--- src/rtl/disp_owner_sched.sv ---
// Display-ownership scheduler for the 8-digit seven-segment path: arbitrates KEY vs STAT,
// latches the owner's word once per scan frame and drives per-digit nibble/blank.
module disp_owner_sched #(
  parameter int SCAN_DIV    = 25000,
  parameter int IDLE_FRAMES = 1250
) (
  input  logic        clk_i,
  input  logic        rst_i,
  input  logic        key_en_i,
  input  logic [3:0]  key_val_i,
  input  logic        key_clr_i,
  input  logic        stat_ld_i,
  input  logic [31:0] stat_word_i,
  output logic [31:0] disp_data_o,
  output logic        disp_owner_o,
  output logic [2:0]  dig_idx_o,
  output logic [3:0]  dig_nib_o,
  output logic        dig_blank_o,
  output logic        scan_tick_o
);

  localparam int SCAN_W = (SCAN_DIV > 1) ? $clog2(SCAN_DIV) : 1;
  localparam int IDLE_W = (IDLE_FRAMES > 1) ? $clog2(IDLE_FRAMES) : 1;

  typedef enum logic {
    ST_STAT = 1'b0,
    ST_KEY  = 1'b1
  } owner_e;

  logic [SCAN_W-1:0] scan_cnt_q, scan_cnt_d;
  logic              scan_tick_q;
  logic [2:0]        dig_idx_q;

  logic [31:0]       key_buf_q, key_buf_d;
  logic [3:0]        key_cnt_q, key_cnt_d;
  logic [31:0]       stat_buf_q;

  owner_e            state_q, pending_q;
  logic [IDLE_W-1:0] idle_q;
  logic [31:0]       disp_data_q;
  logic [3:0]        disp_cnt_q;

  logic              key_strobe;
  logic              frame_end;

  assign key_strobe = key_en_i | key_clr_i;
  assign frame_end  = scan_tick_q & (dig_idx_q == 3'd7);

  always_comb begin
    scan_cnt_d = scan_cnt_q + SCAN_W'(1);
    if (scan_cnt_q == SCAN_W'(SCAN_DIV - 1)) begin
      scan_cnt_d = '0;
    end
  end

  // Tick is registered from the next counter value so it lines up with the last slot cycle.
  always_ff @(posedge clk_i) begin
    if (rst_i) begin
      scan_cnt_q  <= '0;
      scan_tick_q <= 1'b0;
      dig_idx_q   <= '0;
    end else begin
      scan_cnt_q  <= scan_cnt_d;
      scan_tick_q <= (scan_cnt_d == SCAN_W'(SCAN_DIV - 1));
      if (scan_tick_q) begin
        dig_idx_q <= dig_idx_q + 3'd1;
      end
    end
  end

  // Clear beats a simultaneous entry; the count saturates at a full display.
  always_comb begin
    key_buf_d = key_buf_q;
    key_cnt_d = key_cnt_q;
    if (key_clr_i) begin
      key_buf_d = '0;
      key_cnt_d = '0;
    end else if (key_en_i) begin
      key_buf_d = {key_buf_q[27:0], key_val_i};
      if (key_cnt_q != 4'd8) begin
        key_cnt_d = key_cnt_q + 4'd1;
      end
    end
  end

  always_ff @(posedge clk_i) begin
    if (rst_i) begin
      key_buf_q  <= '0;
      key_cnt_q  <= '0;
      stat_buf_q <= '0;
    end else begin
      key_buf_q <= key_buf_d;
      key_cnt_q <= key_cnt_d;
      if (stat_ld_i) begin
        stat_buf_q <= stat_word_i;
      end
    end
  end

  // Ownership only moves at frame boundaries, using the pre-edge pending owner and buffers.
  always_ff @(posedge clk_i) begin
    if (rst_i) begin
      state_q     <= ST_STAT;
      pending_q   <= ST_STAT;
      idle_q      <= '0;
      disp_data_q <= '0;
      disp_cnt_q  <= '0;
    end else begin
      if (key_strobe) begin
        pending_q <= ST_KEY;
        idle_q    <= '0;
      end else if (frame_end && (state_q == ST_KEY)) begin
        if (idle_q == IDLE_W'(IDLE_FRAMES - 1)) begin
          pending_q <= ST_STAT;
          idle_q    <= '0;
        end else begin
          idle_q <= idle_q + IDLE_W'(1);
        end
      end
      if (frame_end) begin
        state_q     <= pending_q;
        disp_data_q <= (pending_q == ST_KEY) ? key_buf_q : stat_buf_q;
        disp_cnt_q  <= key_cnt_q;
      end
    end
  end

  assign disp_data_o  = disp_data_q;
  assign disp_owner_o = (state_q == ST_KEY);
  assign dig_idx_o    = dig_idx_q;
  assign scan_tick_o  = scan_tick_q;
  assign dig_nib_o    = disp_data_q[{dig_idx_q, 2'b00} +: 4];
  assign dig_blank_o  = disp_owner_o & ({1'b0, dig_idx_q} >= disp_cnt_q);

endmodule

--- config.mk ---
export PLATFORM = sky130hd
export DESIGN_NAME = disp_owner_sched
export DESIGN_NICKNAME = d
export VERILOG_FILES = /design/src/rtl/disp_owner_sched.sv
export SDC_FILE = /design/constraint.sdc
export NUM_CORES = 1
export LEC_CHECK = 0
export CORE_ASPECT_RATIO = 0.6
export CORE_UTILIZATION = 55
export CTS_CLUSTER_DIAMETER = 200
export DETAILED_ROUTE_END_ITERATION = 7
export PLACE_DENSITY = 0.82
export SLEW_MARGIN = 20
export SYNTH_ARGS = -nofsm -noshare
export SYNTH_HDL_FRONTEND = slang
export SYNTH_SLANG_ARGS = --single-unit
--- constraint.sdc ---
create_clock -name clk_i -period 2.5 [get_ports clk_i]
set_clock_uncertainty 0.2 [all_clocks]
set_input_delay 0.5 -clock clk_i [delete_from_list [all_inputs] [get_ports clk_i]]
set_output_delay 0.5 -clock clk_i [all_outputs]
set_load 0.01 [all_outputs]
==> run_summary.xml <==
<?xml version="1.0" encoding="UTF-8"?>
<metrics>
  <group name="global_routing">
    <metric name="grt_overflow_total" unit="">0</metric>
    <metric name="grt_start_max_net_pins" unit="">69</metric>
    <metric name="grt_antenna_before_repair" unit="">0</metric>
    <metric name="grt_pass1_vias" unit="">4425</metric>
    <metric name="global_route.usage.total" unit="">0.2856</metric>
    <metric name="first_pass_grt_wire_length" unit="microns">23620</metric>
  </group>
  <group name="logic_synthesis">
    <metric name="mappedNetlistArea" unit="sq um">5917</metric>
    <metric name="ys_dominant_reg_cell" unit="">sky130_fd_sc_hd__dfxtp_1</metric>
    <metric name="syn_avg_cell_area" unit="sq um">9.637</metric>
    <metric name="synth_sequential_area_ratio" unit="">0.4601</metric>
    <metric name="synth_edf_count" unit="">0</metric>
    <metric name="postSynthRegisterBits" unit="">136</metric>
    <metric name="count_of_yosys_warnings_during_synthesis" unit="">0</metric>
    <metric name="number_of_nets_produced_by_synthesis" unit="">665</metric>
    <metric name="postSynthCellCount" unit="">614</metric>
    <metric name="yosys.cell_types.count" unit="">46</metric>
    <metric name="asyncSetResetFlopFracSynth" unit="">0</metric>
  </group>
  <group name="clock_tree">
    <metric name="clkLatencyLatePin" unit="ns">0.41</metric>
    <metric name="clock_slew_at_reported_path_ffs" unit="ns">0.06</metric>
    <metric name="clock_tree.root_cell" unit="">sky130_fd_sc_hd__clkbuf_16</metric>
    <metric name="cts_buffer_depth" unit="">2</metric>
    <metric name="cts_setup_buffers" unit="">0</metric>
    <metric name="htree_levels" unit="">4</metric>
    <metric name="numCtsBuffers" unit="">17</metric>
    <metric name="cts_sinks" unit="">136</metric>
    <metric name="tritoncts" unit="">yes</metric>
  </group>
  <group name="floorplanning">
    <metric name="floorplan.initialDensity" unit="">0.5824</metric>
    <metric name="die_area" unit="sq um">11190</metric>
    <metric name="top_level_ports" unit="">83</metric>
    <metric name="floorplan.die.height" unit="microns">82.34</metric>
    <metric name="core.rowCount" unit="">28</metric>
    <metric name="core_region_area" unit="sq um">10160</metric>
    <metric name="chipWidth" unit="microns">135.9</metric>
  </group>
  <group name="cells_and_area">
    <metric name="drive_above_1_share" unit="">0.1106</metric>
    <metric name="final_core_util" unit="">0.7474</metric>
    <metric name="antenna_cells_inserted" unit="">0</metric>
    <metric name="synth_to_layout_area_growth" unit="%">28.34</metric>
    <metric name="fin_nets" unit="">735</metric>
    <metric name="non_filler_cell_area_final" unit="sq um">7594</metric>
  </group>
  <group name="setup_path">
    <metric name="r2r_cells" unit="">8</metric>
    <metric name="crit_path_top_delay_cell" unit="">sky130_fd_sc_hd__mux4_2</metric>
    <metric name="timing.critical_path.slowest_cell_delay" unit="ns">0.51</metric>
    <metric name="worst-endpoint-arrival" unit="ns">1.85</metric>
    <metric name="cp-end-kind" unit="">output port</metric>
    <metric name="worst-path-max-fanout" unit="">5</metric>
    <metric name="crit_path_frequent_cell" unit="">sky130_fd_sc_hd__buf_6</metric>
    <metric name="worst_ep_required_time" unit="ns">1.80</metric>
    <metric name="setup.worst_path.start_class" unit="">flop</metric>
    <metric name="setup.worst_path.class" unit="">flop to output port</metric>
    <metric name="crit_chain" unit="">buf_6, mux4_2, mux2_4, buf_6</metric>
  </group>
  <group name="placed_design">
    <metric name="dp_worst_setup_slack" unit="ns">-0.08094</metric>
    <metric name="buffer_ports.inserted" unit="">82</metric>
    <metric name="placedInstanceArea" unit="sq um">6860</metric>
    <metric name="gp_congestion" unit="">0.9023</metric>
    <metric name="post-dp-hpwl" unit="microns">10560</metric>
  </group>
  <group name="route">
    <metric name="vias_per_cell" unit="">5.755</metric>
    <metric name="num_vias" unit="">4782</metric>
    <metric name="routed_wirelength" unit="microns">15420</metric>
    <metric name="route.detailed.wl_per_inst" unit="microns">18.55</metric>
    <metric name="drtAntennaViolNets" unit="">0</metric>
    <metric name="drc_errors" unit="">0</metric>
    <metric name="detailedRoute.firstIterationViolations" unit="">360</metric>
    <metric name="drt_pass1_iterations" unit="">5</metric>
  </group>
  <group name="run">
    <metric name="cap_viol_max_count" unit="">0</metric>
  </group>
  <group name="sta">
    <metric name="tightestPinTransition" unit="ns">0.5127</metric>
    <metric name="slew_violations" unit="">0</metric>
    <metric name="fin_ws" unit="ns">-0.04933</metric>
    <metric name="achievable-frequency" unit="MHz">392.3</metric>
    <metric name="report.final.setup_viol" unit="">5</metric>
    <metric name="period_minus_slack" unit="ns">2.549</metric>
    <metric name="relSlewSlack" unit="">0.6582</metric>
    <metric name="min_period_over_period" unit="">1.020</metric>
    <metric name="finalHoldViolations" unit="">0</metric>
    <metric name="worst_hold_slack" unit="ns">0.2825</metric>
    <metric name="tns" unit="ns">-0.1417</metric>
    <metric name="setup_repair_after_global_routing_missed_its_margin" unit="">true</metric>
  </group>
  <group name="worst_hold_path">
    <metric name="min_path_type" unit="">flop to flop</metric>
    <metric name="whs_path_depth" unit="">2</metric>
  </group>
  <group name="power">
    <metric name="vdd_drop_max" unit="mV">0.5740</metric>
    <metric name="power.density" unit="nW/um^2">708.6</metric>
    <metric name="cellLeakagePower" unit="nW">2.905</metric>
  </group>
  <group name="outcome">
    <metric name="result_of_the_run" unit="">finished with violations</metric>
    <metric name="failing_checks" unit="">negative setup slack</metric>
  </group>
</metrics>
[logic make-up after synthesis]
family,after synthesis,synth area share
fa+ha+maj,10,0.02115
xor+xnor,27,0.03997
flops,136,0.4601
compound gates,56,0.06999
simple gates,221,0.1652
buf+inv,54,0.03975
mux,110,0.2038
[worst max-delay path: cells and delay by family, from the launching register on]
kind | cells | cell delay [ns]
multiplexers | 2 | 0.79
flip-flops | 1 | 0.38
buffers and inverters | 2 | 0.26
[cell usage after synthesis, types with 2 or more instances]
| cell type | count | share of area |
|---|---|---|
| sky130_fd_sc_hd__a21oi_1 | 10 | 0.0085 |
| sky130_fd_sc_hd__mux4_2 | 8 | 0.030 |
| sky130_fd_sc_hd__nor3b_1 | 3 | 0.0038 |
| sky130_fd_sc_hd__a21o_1 | 3 | 0.0038 |
| sky130_fd_sc_hd__nor4b_1 | 3 | 0.0044 |
| sky130_fd_sc_hd__nor3_1 | 8 | 0.0068 |
| sky130_fd_sc_hd__a211oi_1 | 33 | 0.042 |
| sky130_fd_sc_hd__dfxtp_1 | 136 | 0.46 |
| sky130_fd_sc_hd__nor2_1 | 138 | 0.088 |
| sky130_fd_sc_hd__xor2_1 | 10 | 0.015 |
| sky130_fd_sc_hd__xnor2_1 | 17 | 0.025 |
| sky130_fd_sc_hd__nand2_1 | 28 | 0.018 |
| sky130_fd_sc_hd__nand4_1 | 7 | 0.0074 |
| sky130_fd_sc_hd__a41o_1 | 2 | 0.0034 |
| sky130_fd_sc_hd__clkbuf_1 | 20 | 0.013 |
| sky130_fd_sc_hd__and3_1 | 5 | 0.0053 |
| sky130_fd_sc_hd__mux2i_1 | 98 | 0.17 |
| sky130_fd_sc_hd__inv_1 | 9 | 0.0057 |
| sky130_fd_sc_hd__ha_1 | 10 | 0.021 |
| sky130_fd_sc_hd__buf_4 | 3 | 0.0038 |
| sky130_fd_sc_hd__mux2_2 | 4 | 0.0076 |
| sky130_fd_sc_hd__buf_1 | 5 | 0.0032 |
| sky130_fd_sc_hd__nand3_1 | 15 | 0.013 |
| sky130_fd_sc_hd__buf_2 | 16 | 0.014 |
| sky130_fd_sc_hd__and4_1 | 2 | 0.0030 |
[routing by layer]
layer | up-vias | global-route usage | part of all wire
met5 | - | 0 | 0
met4 | 0 | 0.1067 | 0.019
met3 | 27 | 0.09280 | 0.072
met2 | 156 | 0.4357 | 0.45
met1 | 2314 | 0.3788 | 0.46
li1 | 2285 | - | -
[stage by stage]
step	power, mW	cells
6_report	5.381	831
5_1_grt	5.518	831
4_1_cts	5.390	831
3_5_place_dp	2.565	800
3_3_place_gp	2.554	800
2_1_floorplan	2.446	614
[final cells by class]
cell class | count | area (sq um)
clock inverter | 11 | 220.2
timing repair buffer | 96 | 980.9
inverter | 9 | 33.78
clock buffer | 20 | 456.7
fill | 703 | 2566
tap | 135 | 168.9
multi-input combinational | 424 | 3005
sequential | 136 | 2728
[final timing paths]
| check | slack (ns) | from | end |
|---|---|---|---|
| worst max-delay path | -0.05 | dig_idx_o[0] | dig_nib_o[3] |
| worst min-delay path | 0.28 | disp_cnt_q[1] | disp_cnt_q[1] |
| worst max register to register | 0.26 | dig_idx_o[1] | idle_q[7] |
| worst min register to register | 0.28 | disp_cnt_q[1] | disp_cnt_q[1] |
[power by group]
group	switching, mW	leakage (nW)	internal (mW)	total (mW)
registers	0.0374	1.10	2.21	2.24
clock network	0.938	0.319	1.92	2.86
logic	0.135	1.48	0.143	0.277
[timing repair]
item,4_1_cts,5_1_grt
endpoints found under the setup margin,5,9
hold buffers,0,0
cloned,0,0
resized for setup,35,2
pin swaps,2,0
[cell usage in the layout, fill, tap and decap left out, types with 5 or more instances in the layout]
cell	instances
sky130_fd_sc_hd__nand2_1	28
sky130_fd_sc_hd__xnor2_1	17
sky130_fd_sc_hd__mux4_2	8
sky130_fd_sc_hd__clkdlybuf4s50_1	74
sky130_fd_sc_hd__and3_1	5
sky130_fd_sc_hd__buf_12	5
sky130_fd_sc_hd__mux2i_1	98
sky130_fd_sc_hd__dfxtp_1	134
sky130_fd_sc_hd__nor3_1	8
sky130_fd_sc_hd__bufinv_16	6
sky130_fd_sc_hd__buf_4	7
sky130_fd_sc_hd__clkbuf_16	17
sky130_fd_sc_hd__nand4_1	7
sky130_fd_sc_hd__ha_1	9
sky130_fd_sc_hd__a211oi_1	33
sky130_fd_sc_hd__nand3_1	15
sky130_fd_sc_hd__nor2_1	138
sky130_fd_sc_hd__inv_1	9
sky130_fd_sc_hd__a21oi_1	9
sky130_fd_sc_hd__xor2_1	10
sky130_fd_sc_hd__buf_6	6
[registers in the layout (all words and copies together) (netlist names)]
name,cells
disp_data_o,32
key_buf_q,32
stat_buf_q,32
scan_cnt_q,15
idle_q,11
disp_cnt_q,4
key_cnt_q,4
dig_idx_o,3
disp_owner_o,1
pending_q,1
scan_tick_o,1
No activity file was read; power rests on OpenSTA's default activity.
